**src/rtl/hazard_ctrl_pkg.sv**
```systemverilog
// Shared encodings for the pipeline hazard/sequencing controller.
package hazard_ctrl_pkg;

    localparam logic [1:0] ST_RUN  = 2'd0;
    localparam logic [1:0] ST_WAIT = 2'd1;
    localparam logic [1:0] ST_ERR  = 2'd2;

    localparam logic [4:0] REG_ZERO = 5'd0;

    // ID/EX control vector (EX/M/WB bits) and the value a bubble forces into it
    localparam int unsigned          CTRL_W      = 8;
    localparam logic [CTRL_W-1:0]    CTRL_BUBBLE = '0;

    typedef struct packed {
        logic pc_write;
        logic ifid_write;
        logic ifid_flush;
        logic idex_bubble;
        logic pipe_freeze;
    } pipe_ctl_t;

endpackage

```
**src/rtl/hazard_ctrl_if.sv**
```systemverilog
// Hazard controller bus: ID/EX hazard inputs, data-memory status, pipeline enables.
interface hazard_ctrl_if #(
    parameter int unsigned CNT_W = 16
);
    logic [4:0]       ifid_rs_i;
    logic [4:0]       ifid_rt_i;
    logic             use_rs_i;
    logic             use_rt_i;
    logic [4:0]       idex_rt_i;
    logic             idex_memread_i;
    logic             branch_taken_i;
    logic             jump_i;
    logic             dmem_req_i;
    logic             dmem_ready_i;
    logic             pc_write_o;
    logic             ifid_write_o;
    logic             ifid_flush_o;
    logic             idex_bubble_o;
    logic             pipe_freeze_o;
    logic             err_o;
    logic [CNT_W-1:0] stall_cnt_o;
    logic [CNT_W-1:0] flush_cnt_o;

    modport master (
        output ifid_rs_i, ifid_rt_i, use_rs_i, use_rt_i, idex_rt_i, idex_memread_i,
               branch_taken_i, jump_i, dmem_req_i, dmem_ready_i,
        input  pc_write_o, ifid_write_o, ifid_flush_o, idex_bubble_o, pipe_freeze_o,
               err_o, stall_cnt_o, flush_cnt_o
    );

    modport slave (
        input  ifid_rs_i, ifid_rt_i, use_rs_i, use_rt_i, idex_rt_i, idex_memread_i,
               branch_taken_i, jump_i, dmem_req_i, dmem_ready_i,
        output pc_write_o, ifid_write_o, ifid_flush_o, idex_bubble_o, pipe_freeze_o,
               err_o, stall_cnt_o, flush_cnt_o
    );

endinterface

```
**src/rtl/hazard_ctrl_sat_counter.sv**
```systemverilog
// Saturating up-counter with synchronous clear (clear wins over inc).
module hazard_ctrl_sat_counter #(
    parameter int unsigned WIDTH = 16
) (
    input  logic             clk,
    input  logic             clear,
    input  logic             inc,
    output logic [WIDTH-1:0] value
);

    localparam logic [WIDTH-1:0] MAX = '1;

    always_ff @(posedge clk) begin
        if (clear) begin
            value <= '0;
        end else if (inc && (value != MAX)) begin
            value <= value + WIDTH'(1);
        end
    end

endmodule

```
**src/rtl/hazard_ctrl.sv**
```systemverilog
// Pipeline sequencing controller: load-use bubbles, branch/jump flushes,
// data-memory freeze with timeout, and stall/flush performance counters.
module hazard_ctrl
    import hazard_ctrl_pkg::*;
#(
    parameter int unsigned TIMEOUT = 16,
    parameter int unsigned CNT_W   = 16
) (
    input logic          clk_i,
    input logic          rst_i,
    hazard_ctrl_if.slave bus
);

    localparam int unsigned WAIT_W = $clog2(TIMEOUT);

    logic [1:0]        state_q, state_d;
    logic [WAIT_W-1:0] wait_q, wait_d;
    logic              mem_stall;
    logic              load_use;
    logic              flush_req;
    pipe_ctl_t         ctl;
    logic [CNT_W-1:0]  stall_cnt;
    logic [CNT_W-1:0]  flush_cnt;

    assign mem_stall = bus.dmem_req_i & ~bus.dmem_ready_i;
    assign flush_req = bus.branch_taken_i | bus.jump_i;
    assign load_use  = bus.idex_memread_i && (bus.idex_rt_i != REG_ZERO) &&
                       ((bus.use_rs_i && (bus.ifid_rs_i == bus.idex_rt_i)) ||
                        (bus.use_rt_i && (bus.ifid_rt_i == bus.idex_rt_i)));

    // Next state plus pipeline enables, priority ERR > mem stall > load-use > flush
    always_comb begin
        state_d = state_q;
        wait_d  = wait_q;
        ctl     = '{pc_write: 1'b1, ifid_write: 1'b1, ifid_flush: 1'b0,
                    idex_bubble: 1'b0, pipe_freeze: 1'b0};

        case (state_q)
            ST_RUN: begin
                if (mem_stall) begin
                    state_d = ST_WAIT;
                    wait_d  = WAIT_W'(1);
                end
            end
            ST_WAIT: begin
                if (mem_stall) begin
                    if (wait_q == WAIT_W'(TIMEOUT - 1)) begin
                        state_d = ST_ERR;
                    end else begin
                        wait_d = wait_q + WAIT_W'(1);
                    end
                end else begin
                    state_d = ST_RUN;
                    wait_d  = '0;
                end
            end
            ST_ERR: ;
            default: begin
                state_d = ST_RUN;
                wait_d  = '0;
            end
        endcase

        if (rst_i) begin
            ctl.pc_write    = 1'b0;
            ctl.ifid_write  = 1'b0;
            ctl.idex_bubble = 1'b1;
        end else if (state_q == ST_ERR) begin
            ctl.pc_write    = 1'b0;
            ctl.ifid_write  = 1'b0;
            ctl.idex_bubble = 1'b1;
            ctl.pipe_freeze = 1'b1;
        end else if (mem_stall) begin
            // ID instruction is held in place, not killed
            ctl.pc_write    = 1'b0;
            ctl.ifid_write  = 1'b0;
            ctl.pipe_freeze = 1'b1;
        end else if (load_use) begin
            // Branch operands are not ready yet, so a flush waits for the replay
            ctl.pc_write    = 1'b0;
            ctl.ifid_write  = 1'b0;
            ctl.idex_bubble = 1'b1;
        end else if (flush_req) begin
            ctl.ifid_flush  = 1'b1;
        end
    end

    always_ff @(posedge clk_i) begin
        if (rst_i) begin
            state_q <= ST_RUN;
            wait_q  <= '0;
        end else begin
            state_q <= state_d;
            wait_q  <= wait_d;
        end
    end

    hazard_ctrl_sat_counter #(.WIDTH(CNT_W)) u_stall_cnt (
        .clk   (clk_i),
        .clear (rst_i),
        .inc   (~ctl.pc_write),
        .value (stall_cnt)
    );

    hazard_ctrl_sat_counter #(.WIDTH(CNT_W)) u_flush_cnt (
        .clk   (clk_i),
        .clear (rst_i),
        .inc   (ctl.ifid_flush),
        .value (flush_cnt)
    );

    assign bus.pc_write_o    = ctl.pc_write;
    assign bus.ifid_write_o  = ctl.ifid_write;
    assign bus.ifid_flush_o  = ctl.ifid_flush;
    assign bus.idex_bubble_o = ctl.idex_bubble;
    assign bus.pipe_freeze_o = ctl.pipe_freeze;
    assign bus.err_o         = (state_q == ST_ERR);
    assign bus.stall_cnt_o   = stall_cnt;
    assign bus.flush_cnt_o   = flush_cnt;

endmodule

```
**src/flat_wrapper.sv**
```systemverilog
// flat-port wrapper written by rule: the top's interface ports become plain ports
module hazard_ctrl_flat import hazard_ctrl_pkg::*;
#(
    parameter int unsigned TIMEOUT = 16,
    parameter int unsigned CNT_W   = 16
)
  (clk_i, rst_i, bus_ifid_rs_i, bus_ifid_rt_i, bus_use_rs_i, bus_use_rt_i, bus_idex_rt_i, bus_idex_memread_i, bus_branch_taken_i, bus_jump_i, bus_dmem_req_i, bus_dmem_ready_i, bus_pc_write_o, bus_ifid_write_o, bus_ifid_flush_o, bus_idex_bubble_o, bus_pipe_freeze_o, bus_err_o, bus_stall_cnt_o, bus_flush_cnt_o);
  hazard_ctrl_if #(.CNT_W(CNT_W)) bus_i ();
  input logic clk_i;
  input logic rst_i;
  input wire logic [$bits(bus_i.ifid_rs_i)-1:0] bus_ifid_rs_i;
  input wire logic [$bits(bus_i.ifid_rt_i)-1:0] bus_ifid_rt_i;
  input wire logic [$bits(bus_i.use_rs_i)-1:0] bus_use_rs_i;
  input wire logic [$bits(bus_i.use_rt_i)-1:0] bus_use_rt_i;
  input wire logic [$bits(bus_i.idex_rt_i)-1:0] bus_idex_rt_i;
  input wire logic [$bits(bus_i.idex_memread_i)-1:0] bus_idex_memread_i;
  input wire logic [$bits(bus_i.branch_taken_i)-1:0] bus_branch_taken_i;
  input wire logic [$bits(bus_i.jump_i)-1:0] bus_jump_i;
  input wire logic [$bits(bus_i.dmem_req_i)-1:0] bus_dmem_req_i;
  input wire logic [$bits(bus_i.dmem_ready_i)-1:0] bus_dmem_ready_i;
  output wire logic [$bits(bus_i.pc_write_o)-1:0] bus_pc_write_o;
  output wire logic [$bits(bus_i.ifid_write_o)-1:0] bus_ifid_write_o;
  output wire logic [$bits(bus_i.ifid_flush_o)-1:0] bus_ifid_flush_o;
  output wire logic [$bits(bus_i.idex_bubble_o)-1:0] bus_idex_bubble_o;
  output wire logic [$bits(bus_i.pipe_freeze_o)-1:0] bus_pipe_freeze_o;
  output wire logic [$bits(bus_i.err_o)-1:0] bus_err_o;
  output wire logic [$bits(bus_i.stall_cnt_o)-1:0] bus_stall_cnt_o;
  output wire logic [$bits(bus_i.flush_cnt_o)-1:0] bus_flush_cnt_o;
  assign bus_i.ifid_rs_i = bus_ifid_rs_i;
  assign bus_i.ifid_rt_i = bus_ifid_rt_i;
  assign bus_i.use_rs_i = bus_use_rs_i;
  assign bus_i.use_rt_i = bus_use_rt_i;
  assign bus_i.idex_rt_i = bus_idex_rt_i;
  assign bus_i.idex_memread_i = bus_idex_memread_i;
  assign bus_i.branch_taken_i = bus_branch_taken_i;
  assign bus_i.jump_i = bus_jump_i;
  assign bus_i.dmem_req_i = bus_dmem_req_i;
  assign bus_i.dmem_ready_i = bus_dmem_ready_i;
  assign bus_pc_write_o = bus_i.pc_write_o;
  assign bus_ifid_write_o = bus_i.ifid_write_o;
  assign bus_ifid_flush_o = bus_i.ifid_flush_o;
  assign bus_idex_bubble_o = bus_i.idex_bubble_o;
  assign bus_pipe_freeze_o = bus_i.pipe_freeze_o;
  assign bus_err_o = bus_i.err_o;
  assign bus_stall_cnt_o = bus_i.stall_cnt_o;
  assign bus_flush_cnt_o = bus_i.flush_cnt_o;
  hazard_ctrl #(.TIMEOUT(TIMEOUT), .CNT_W(CNT_W)) u_core (.clk_i(clk_i), .rst_i(rst_i), .bus(bus_i));
endmodule
```
**config.mk**
```make
export PLATFORM = sky130hd
export DESIGN_NAME = hazard_ctrl_flat
export DESIGN_NICKNAME = d
export VERILOG_FILES = /design/src/rtl/hazard_ctrl_pkg.sv /design/src/rtl/hazard_ctrl_if.sv /design/src/rtl/hazard_ctrl_sat_counter.sv /design/src/rtl/hazard_ctrl.sv /design/src/flat_wrapper.sv
export SDC_FILE = /design/constraint.sdc
export NUM_CORES = 1
export LEC_CHECK = 0
export ABC_AREA = 1
export CAP_MARGIN = 20
export CORE_ASPECT_RATIO = 1.1
export CORE_UTILIZATION = 50
export DETAILED_ROUTE_END_ITERATION = 10
export PLACE_DENSITY = 0.81
export SYNTH_ARGS = -nofsm -noshare
export SYNTH_HDL_FRONTEND = slang
export SYNTH_HIERARCHICAL = 1
export SYNTH_SLANG_ARGS = --single-unit
```
**constraint.sdc**
```tcl
create_clock -name clk_i -period 2.1 [get_ports clk_i]
set_input_delay 0.21 -clock clk_i [delete_from_list [all_inputs] [get_ports clk_i]]
set_output_delay 0.21 -clock clk_i [all_outputs]
set_load 0.01 [all_outputs]
```
==> flow_summary_export.csv, run 1 <==
group,metric,value,unit
status,outcome,"complete, no violations",
logic_synthesis,seq_area_frac_synth,30.6,%
logic_synthesis,synthCells,412,
final_layout,design_area,0.00336,mm2
sta,setup_viol,0,
sta,rsz0062_at_grt,"true",
grt,grt_max_degree,17,
grt,overflow,0,
hold_path,hold_class,"register to register",
logic_synthesis,yosysMostFrequentCell,"nand2_1",
final_layout,stdcell_count,541,
sta,min_period_over_period,94.0,%
logic_synthesis,synth_nets,439,
cts,path_clk_slew,0.07,ns
place,dp_cells,533,
logic_synthesis,synth_fa_ha_area_share,1.51,%
grt,grt_pass1_wl,9830,um
setup_path,critical_path_class,"register to output pin",
detailed_routing,route.met3.wl,251,um
power,ir_worst_vdd,305,uV
sta,hold_viol_final,0,
sta,final-max-slew-violation-count,0,
run,maxCapViolations,0,
place,hpwl,4260,um
cts,cts_max_path_buffers,2,
setup_path,crit_path_end_kind,"output pin",
grt,antenna_found_initial,0,
detailed_routing,dr.max_layer_used,"met4",
sta,hold-worst-slack,0.481,ns
detailed_routing,drt_iter0_drc,159,
sta,fin_crit,1.97,ns
setup_path,critPathBufInv,3,
logic_synthesis,synth_top_family_by_area,"simple AND/OR/NAND/NOR gates",
logic_synthesis,ys.flop_type,"dfxtp_1",
logic_synthesis,postSynthRegisterBits,38,
sta,slew_headroom,65.7,%
detailed_routing,wl_per_cell,10.5,um
detailed_routing,routed_wl,5680,um
detailed_routing,dr_total_vias,2662,
detailed_routing,drc_errors,0,
logic_synthesis,synth-edff-count,0,
logic_synthesis,synthesis.area,0.00248,mm2
cts,h-tree-depth,2,
die,die_h,75.9,um
logic_synthesis,synth_mux_area_share,0,%
sta,fin_setup_tns,0,ns
detailed_routing,m1WireLength,2520,um
setup_path,cp_top_family,"buffers and inverters",
logic_synthesis,yosys-top-cells-area,"dfxtp_1 31%, nand2_1 20%, nor2_1 13%",
logic_synthesis,yosysWarnings,6,
detailed_routing,ant_nets,0,
sta,finalClockSkew,0.00922,ns
final_layout,nets,513,
die,rows,26,
final_layout,drive_gt1_share,14.8,%
logic_synthesis,ys_async_sr_fraction,0,%
cts,clock-sinks,38,
grt,grt_pass1_vias,2448,
die,io_pins,62,
detailed_routing,met2_length,2860,um
cts,cts_buffers,5,
setup_path,arrival,1.76,ns
cts,cts_tree,"done",
logic_synthesis,synth-xor-area-share,0,%
setup_path,cp_max_fo,4,
detailed_routing,drt-vias-per-instance,4.92,
setup_path,cp.required,1.89,ns
grt,grtUsageTotal,21.8,%
die,floorplan.initialDensity,52.6,%
sta,fmax,0.507,GHz
power,cellPowerDensity,440,mW/mm2
setup_path,start_kind,"register",
place,dpl_cell_area,0.00320,mm2
die,die_w,69.2,um
logic_synthesis,synth_compound_area_share,4.94,%
final_layout,area_growth,35.4,%
logic_synthesis,synth.avg_cell_area,6.03,um2
detailed_routing,firstDrtPassIters,4,
cts,clk_latency,0.29,ns
sta,tightest_slew,0.513,ns
logic_synthesis,yosys-top-cells-count,"133 x nand2_1, 84 x nor2_1, 41 x inv_1",
die,die_area,0.00525,mm2
logic_synthesis,synth_top_cell_by_area,"dfxtp_1",
power,finalPower,1.48,mW
logic_synthesis,yosys.area_share.simple,54.4,%
final_layout,final_core_util,71.3,%
place,routabilityCongestion,0.850,
place,post-place-ws,-0.210,ns
cts,cts-root-buf,"clkbuf_8",
setup_path,crit_chain,"inv_2, nor2_1, inv_1, a21oi_1, clkdlybuf4s50_1",
sta,fin_ws,0.126,ns
logic_synthesis,yosysUniqueCellTypes,26,
setup_path,critPathSlowestCell,"clkdlybuf4s50_1",
place,portBuffers,61,
setup_path,slowest_delay,0.56,ns
final_layout,n_antenna_cell,0,
logic_synthesis,post-synth-top-area-fraction,30.6,%
die,coreArea,0.00472,mm2
power,p_leak,1.49,nW
==> flip-flops by register name, summed over array words and instances, names as in the netlist <==
register and cells:
u_core/u_stall_cnt/value 16, u_core/wait_q 4, u_core/state_q 2, u_core/u_flush_cnt/value 16
==> area by class of cell <==
type	instances	area, um2
clock buffers	6	82.6
multi-input cells	323	1550
flip-flops and latches	38	761
fillers	398	1360
well taps	56	70.1
inverters	45	174
repair buffers	73	723
==> report_power, final <==
group	internal (mW)	leakage [nW]	switching, mW
sequential	0.731	0.307	0.0129
clock	0.253	0.0431	0.246
combinational	0.122	1.14	0.115
total	1.11	1.49	0.374
==> worst paths after layout <==
path | slack, ns | startpoint | endpoint | cells past startpoint
worst min register to register | 0.48 | u_core/wait_q[1] | u_core/wait_q[1] | 2
worst max register to register | 0.20 | u_core/state_q[1] | u_core/u_flush_cnt/value[13] | 12
worst max-delay path | 0.13 | u_core/state_q[1] | bus_pipe_freeze_o | 5
worst min-delay path | 0.48 | u_core/wait_q[1] | u_core/wait_q[1] | 2
==> metal layers <==
metal,up-vias,GRT usage [%]
met3,7,3.72
met5,-,0
met4,0,6.53
met1,1162,25.3
met2,63,40.2
li1,1430,-
==> cell families after synthesis <==
group | count (synthesis)
adder cells (fa/ha/maj) | 3
flip-flops | 38
buffers and inverters | 51
AO/OA/AOI/OAI | 23
AND/OR/NAND/NOR | 297
==> cell usage in the layout, fill, tap and decap left out, types with 6 or more instances in the layout <==
cell type,n
a21oi_1,19
buf_4,11
clkbuf_8,6
clkdlybuf4s50_1,52
dfxtp_1,38
dlymetal6s2s_1,8
inv_1,39
nand2_1,131
nand2_2,7
nand3_1,26
nand4_1,8
nor2_1,80
nor2_2,23
nor2_4,7
==> worst register-to-register path: cells and delay by family, from the launching register on <==
family	cells	cell delay [ns]
buffers and inverters	2	0.22
DFF	1	0.34
and+or+nand+nor	10	1.23
==> timing repair <==
action	4_1_cts	5_1_grt
buffers inserted	0	2
endpoints found under the setup margin	1	20
hold buffers	0	0
gates resized for setup	1	24
pin swaps	0	7
Note: power is estimated with default switching activity, not from simulation.
==> inputs of run 2 (changes only) <==
--- a/config.mk
+++ b/config.mk
@@ -7,7 +7,7 @@
 export LEC_CHECK = 0
 export ABC_AREA = 1
 export CAP_MARGIN = 20
-export CORE_ASPECT_RATIO = 1.1
+export CORE_ASPECT_RATIO = 0.5
 export CORE_UTILIZATION = 50
 export DETAILED_ROUTE_END_ITERATION = 10
 export PLACE_DENSITY = 0.81
==> flow_summary_export.csv, run 2 (synthesis results as in run 1) <==
group,metric,value,unit
power,finalPower,1.50,mW
final_layout,n_fill_cell,388,
final_layout,n_antenna_cell,0,
cts,h-tree-depth,2,
sta,setup_viol,0,
setup_path,start_kind,"input pin",
run,maxCapViolations,0,
setup_path,cp.required,1.89,ns
place,post-place-ws,-0.222,ns
grt,overflow,0,
cts,cts_buffers,5,
detailed_routing,ant_nets,0,
final_layout,register_area,761,um2
sta,hold-worst-slack,0.492,ns
final_layout,nets,510,
detailed_routing,wl_per_cell,11.2,um
cts,clk_latency,0.29,ns
die,rows,17,
detailed_routing,dr_total_vias,2765,
sta,final-max-slew-violation-count,0,
die,coreArea,0.00457,mm2
power,cellPowerDensity,452,mW/mm2
power,p_leak,1.44,nW
sta,fin_crit,1.98,ns
sta,finalClockSkew,0.00760,ns
setup_path,r2r_cells,11,
grt,grt_pass1_wl,10500,um
setup_path,critical_path_class,"input pin to output pin",
detailed_routing,firstDrtPassIters,5,
setup_path,arrival,1.77,ns
grt,grt_pass1_vias,2572,
place,hpwl,4790,um
die,floorplan.initialDensity,54.3,%
grt,grt_max_degree,17,
sta,hold_viol_final,0,
sta,fmax,0.506,GHz
detailed_routing,drt_iter0_drc,106,
grt,grtUsageTotal,25.3,%
final_layout,drive_gt1_share,14.3,%
sta,min_period_over_period,94.2,%
die,die_h,51.8,um
setup_path,crit_path_end_kind,"output pin",
sta,tightest_slew,0.500,ns
sta,fin_ws,0.122,ns
hold_path,hold_class,"register to register",
cts,path_clk_slew,0.07,ns
final_layout,mostFrequentLayoutCell,"nand2_1",
cts,clock-sinks,38,
final_layout,final_core_util,72.7,%
final_layout,layout_common_cells,"132 x nand2_1, 79 x nor2_1, 54 x clkdlybuf4s50_1",
place,dpl_cell_area,0.00320,mm2
hold_path,min_path_cells,2,
sta,rsz0062_at_grt,"true",
place,portBuffers,61,
final_layout,top_regs,"u_core/u_flush_cnt/value (16), u_core/u_stall_cnt/value (16), u_core/wait_q (4)",
place,routabilityCongestion,0.943,
cts,cts_max_path_buffers,2,
detailed_routing,drc_errors,0,
die,die_w,102,um
power,ir_worst_vdd,283,uV
final_layout,area_growth,34.0,%
detailed_routing,routed_wl,6140,um
detailed_routing,drt-vias-per-instance,5.03,
status,outcome,"complete, no violations",
grt,antenna_found_initial,0,
final_layout,design_area,0.00333,mm2
cts,cts-root-buf,"clkbuf_8",
setup_path,cp_max_fo,4,
die,die_area,0.00527,mm2
sta,slew_headroom,66.6,%
die,io_pins,62,
cts,cts_tree,"done",
final_layout,multiInputGateArea,0.00153,mm2
[run 2: critical path, stage by stage]
cell             delay [ns]
clkdlybuf4s50_1        0.50
inv_2                  0.06
nand2_1                0.06
nand2_1                0.05
nor2_1                 0.10
nand3_1                0.07
nand2_1                0.09
nand2_1                0.06
nand2_2                0.08
nor2_2                 0.05
buf_4                  0.14
dlygate4sd2_1          0.28
[run 2: report_power, final]
| group | internal, mW | switching, mW | leakage [nW] | total, mW |
|---|---|---|---|---|
| registers | 0.731 | 0.0129 | 0.307 | 0.744 |
| logic | 0.116 | 0.117 | 1.09 | 0.233 |
| clock network | 0.264 | 0.262 | 0.0472 | 0.526 |
| total | 1.11 | 0.392 | 1.44 | 1.50 |
[run 2: layer usage]
metal / vias up / GRT usage (%) / wire length [um]
li1: 1411 / - / -
met1: 1254 / 29.1 / 2720
met2: 89 / 46.7 / 3000
met3: 11 / 4.84 / 333
met4: 0 / 10.9 / 87
met5: - / 0 / 0
[run 2: stage by stage]
stage               setup TNS, ns  instances
floorplan                       0        412
global placement           -0.585        541
detailed placement          -2.04        541
CTS                             0        549
global route              -0.0386        550
finish                          0        550
[run 2: timing repair]
item,4_1_cts,5_1_grt
gates cloned,0,0
resized for setup,5,13
buffers inserted,0,1
pin swaps,0,1
endpoints found under the setup margin,3,17
hold buffers,0,0
[run 2: layout make-up]
class | count | area share (%)
clock buffers | 6 | 2.48
inverters | 45 | 5.23
flip-flops and latches | 38 | 22.9
clock inverters | 2 | 0.376
repair buffers | 70 | 20.7
well taps | 66 | 2.48
multi-input cells | 323 | 45.9
[run 2: worst paths after layout]
kind                          start                           end  slack [ns]
hold reg to reg    u_core/wait_q[1]              u_core/wait_q[1]        0.49
setup / recovery   bus_idex_rt_i[3]              bus_ifid_flush_o        0.12
hold / removal     u_core/wait_q[1]              u_core/wait_q[1]        0.49
setup reg to reg  u_core/state_q[0]  u_core/u_flush_cnt/value[13]        0.17
==> inputs of run 3 (changes only) <==
--- a/config.mk
+++ b/config.mk
@@ -8,9 +8,10 @@
 export ABC_AREA = 1
 export CAP_MARGIN = 20
 export CORE_ASPECT_RATIO = 0.5
-export CORE_UTILIZATION = 50
+export CORE_UTILIZATION = 45
 export DETAILED_ROUTE_END_ITERATION = 10
-export PLACE_DENSITY = 0.81
+export GPL_ROUTABILITY_DRIVEN = 0
+export PLACE_DENSITY = 0.77
 export SYNTH_ARGS = -nofsm -noshare
 export SYNTH_HDL_FRONTEND = slang
 export SYNTH_HIERARCHICAL = 1
==> constraint.sdc (replaced) <==
create_clock -name clk_i -period 1.8 [get_ports clk_i]
set_input_delay 0.18 -clock clk_i [delete_from_list [all_inputs] [get_ports clk_i]]
set_output_delay 0.18 -clock clk_i [all_outputs]
set_load 0.01 [all_outputs]
==> flow_summary_export.csv, run 3 (synthesis results as in run 1) <==
group,metric,value,unit
setup_path,arrival,1.48,ns
die,die_w,107,um
setup_path,critical_path_class,"register to output pin",
hold_path,hold_class,"input pin to register",
cts,cts_max_path_buffers,2,
detailed_routing,drt_iter0_drc,90,
die,coreArea,0.00511,mm2
die,floorplan.initialDensity,48.6,%
final_layout,nets,525,
grt,antenna_found_initial,0,
power,pwr-share-seq,49.0,%
die,rows,18,
grt,grt_pass1_wl,9400,um
cts,clk_latency,0.29,ns
cts,path_clk_slew,0.08,ns
power,p_int,1.30,mW
grt,grtUsageTotal,20.6,%
sta,fmax,0.602,GHz
place,hpwl,4320,um
final_layout,n_antenna_cell,0,
cts,cts-root-buf,"clkbuf_8",
status,outcome,"complete, no violations",
final_layout,top_regs,"u_core/u_flush_cnt/value (16), u_core/u_stall_cnt/value (16), u_core/wait_q (4)",
setup_path,cp.required,1.62,ns
sta,fin_crit,1.66,ns
detailed_routing,drt-vias-per-instance,4.68,
setup_path,crit_path_end_kind,"output pin",
setup_path,r2r-start,"u_core/state_q[1]",
cts,h-tree-depth,2,
final_layout,area_growth,39.7,%
power,pwr-share-clk,35.1,%
sta,final-max-slew-violation-count,0,
cts,cts_tree,"done",
place,dpl_cell_area,0.00330,mm2
detailed_routing,dr_total_vias,2663,
sta,hold_viol_final,0,
sta,setup_viol,0,
cts,cts_buffers,5,
power,p_comb_share,15.8,%
sta,finalClockSkew,0.00436,ns
sta,fin_setup_tns,0,ns
detailed_routing,firstDrtPassIters,4,
sta,min_period_over_period,92.4,%
sta,tightest_slew,0.316,ns
die,io_pins,62,
detailed_routing,routed_wl,5720,um
power,ir_worst_vdd,336,uV
setup_path,cp_max_fo,3,
grt,grt_max_degree,17,
power,swShare,26.4,%
detailed_routing,drc_errors,0,
sta,slew_headroom,78.9,%
power,power_switching,0.468,mW
detailed_routing,ant_nets,0,
place,portBuffers,61,
hold_path,holdCritStartpoint,"bus_dmem_ready_i",
setup_path,start_kind,"register",
final_layout,mostFrequentLayoutCell,"nand2_1",
grt,overflow,0,
cts,clock-sinks,38,
setup_path,worstSetupStartpoint,"u_core/state_q[1]",
die,die_h,54.5,um
final_layout,design_area,0.00347,mm2
power,p_leak,1.53,nW
detailed_routing,wl_per_cell,10.1,um
final_layout,drive_gt1_share,18.8,%
power,cellPowerDensity,511,mW/mm2
run,maxCapViolations,0,
final_layout,layout_common_cells,"131 x nand2_1, 79 x nor2_1, 38 x clkdlybuf4s50_1",
die,die_area,0.00584,mm2
grt,grt_pass1_vias,2226,
sta,rsz0062_at_grt,"true",
## run 3: cell type report
class,instances,area [um2]
Fill cell,473,1650
Timing Repair Buffer,85,787
Clock buffer,6,82.6
Sequential cell,38,763
Inverter,45,174
Multi-Input combinational cell,323,1560
Clock inverter,2,12.5
Tap cell,70,87.6
## run 3: worst max-delay path, stage by stage, from the launching register on
cell and delay [ns]:
dfxtp_2 0.34, inv_2 0.04, nor2_2 0.15, buf_4 0.15
clkdlybuf4s50_1 0.52
## run 3: metal layers
metal  part of all wire (%)  up-vias  global-route usage (%)  routed length [um]
li1                       -     1445                       -                   -
met3                    4.4        5                    4.05                 251
met1                     50     1153                    26.5                2880
met2                     44       60                    35.1                2530
met4                    1.1        0                    7.76                  62
met5                      0        -                       0                   0
## run 3: path summary, 6_finish.rpt
path	endpoint	slack [ns]	depth (start not counted)
setup / recovery	bus_err_o	0.14	4
hold / removal	u_core/state_q[0]	0.40	7
setup reg to reg	u_core/u_flush_cnt/value[13]	0.14	12
hold reg to reg	u_core/wait_q[1]	0.48	2
## run 3: stage by stage
step                cells  power (mW)  utilization [%]  hold WS [ns]  worst slack, ns
finish                569        1.77             67.8         0.400            0.138
floorplan             412        1.03                -         0.393           0.0178
global route          569        1.87             67.8         0.421          -0.0113
CTS                   568        1.78             66.6         0.483           0.0227
detailed placement    558        1.17             64.6         0.471           -0.457
global placement      558        1.17             64.6         0.471           -0.400
## run 3: repair_timing
| item | in CTS | in global routing |
|---|---|---|
| buffers inserted | 2 | 1 |
| hold buffers | 0 | 0 |
| resized for setup | 29 | 23 |
| pin swaps | 5 | 17 |
| endpoints found under the setup margin | 17 | 15 |
## run 3: power by group through the flow
stage | clock network, mW | logic [mW] | registers, mW
2_1_floorplan | 0 | 0.140 | 0.890
3_3_place_gp | 0 | 0.279 | 0.888
3_5_place_dp | 0 | 0.280 | 0.888
4_1_cts | 0.637 | 0.272 | 0.868
5_1_grt | 0.687 | 0.313 | 0.871
6_report | 0.623 | 0.280 | 0.869
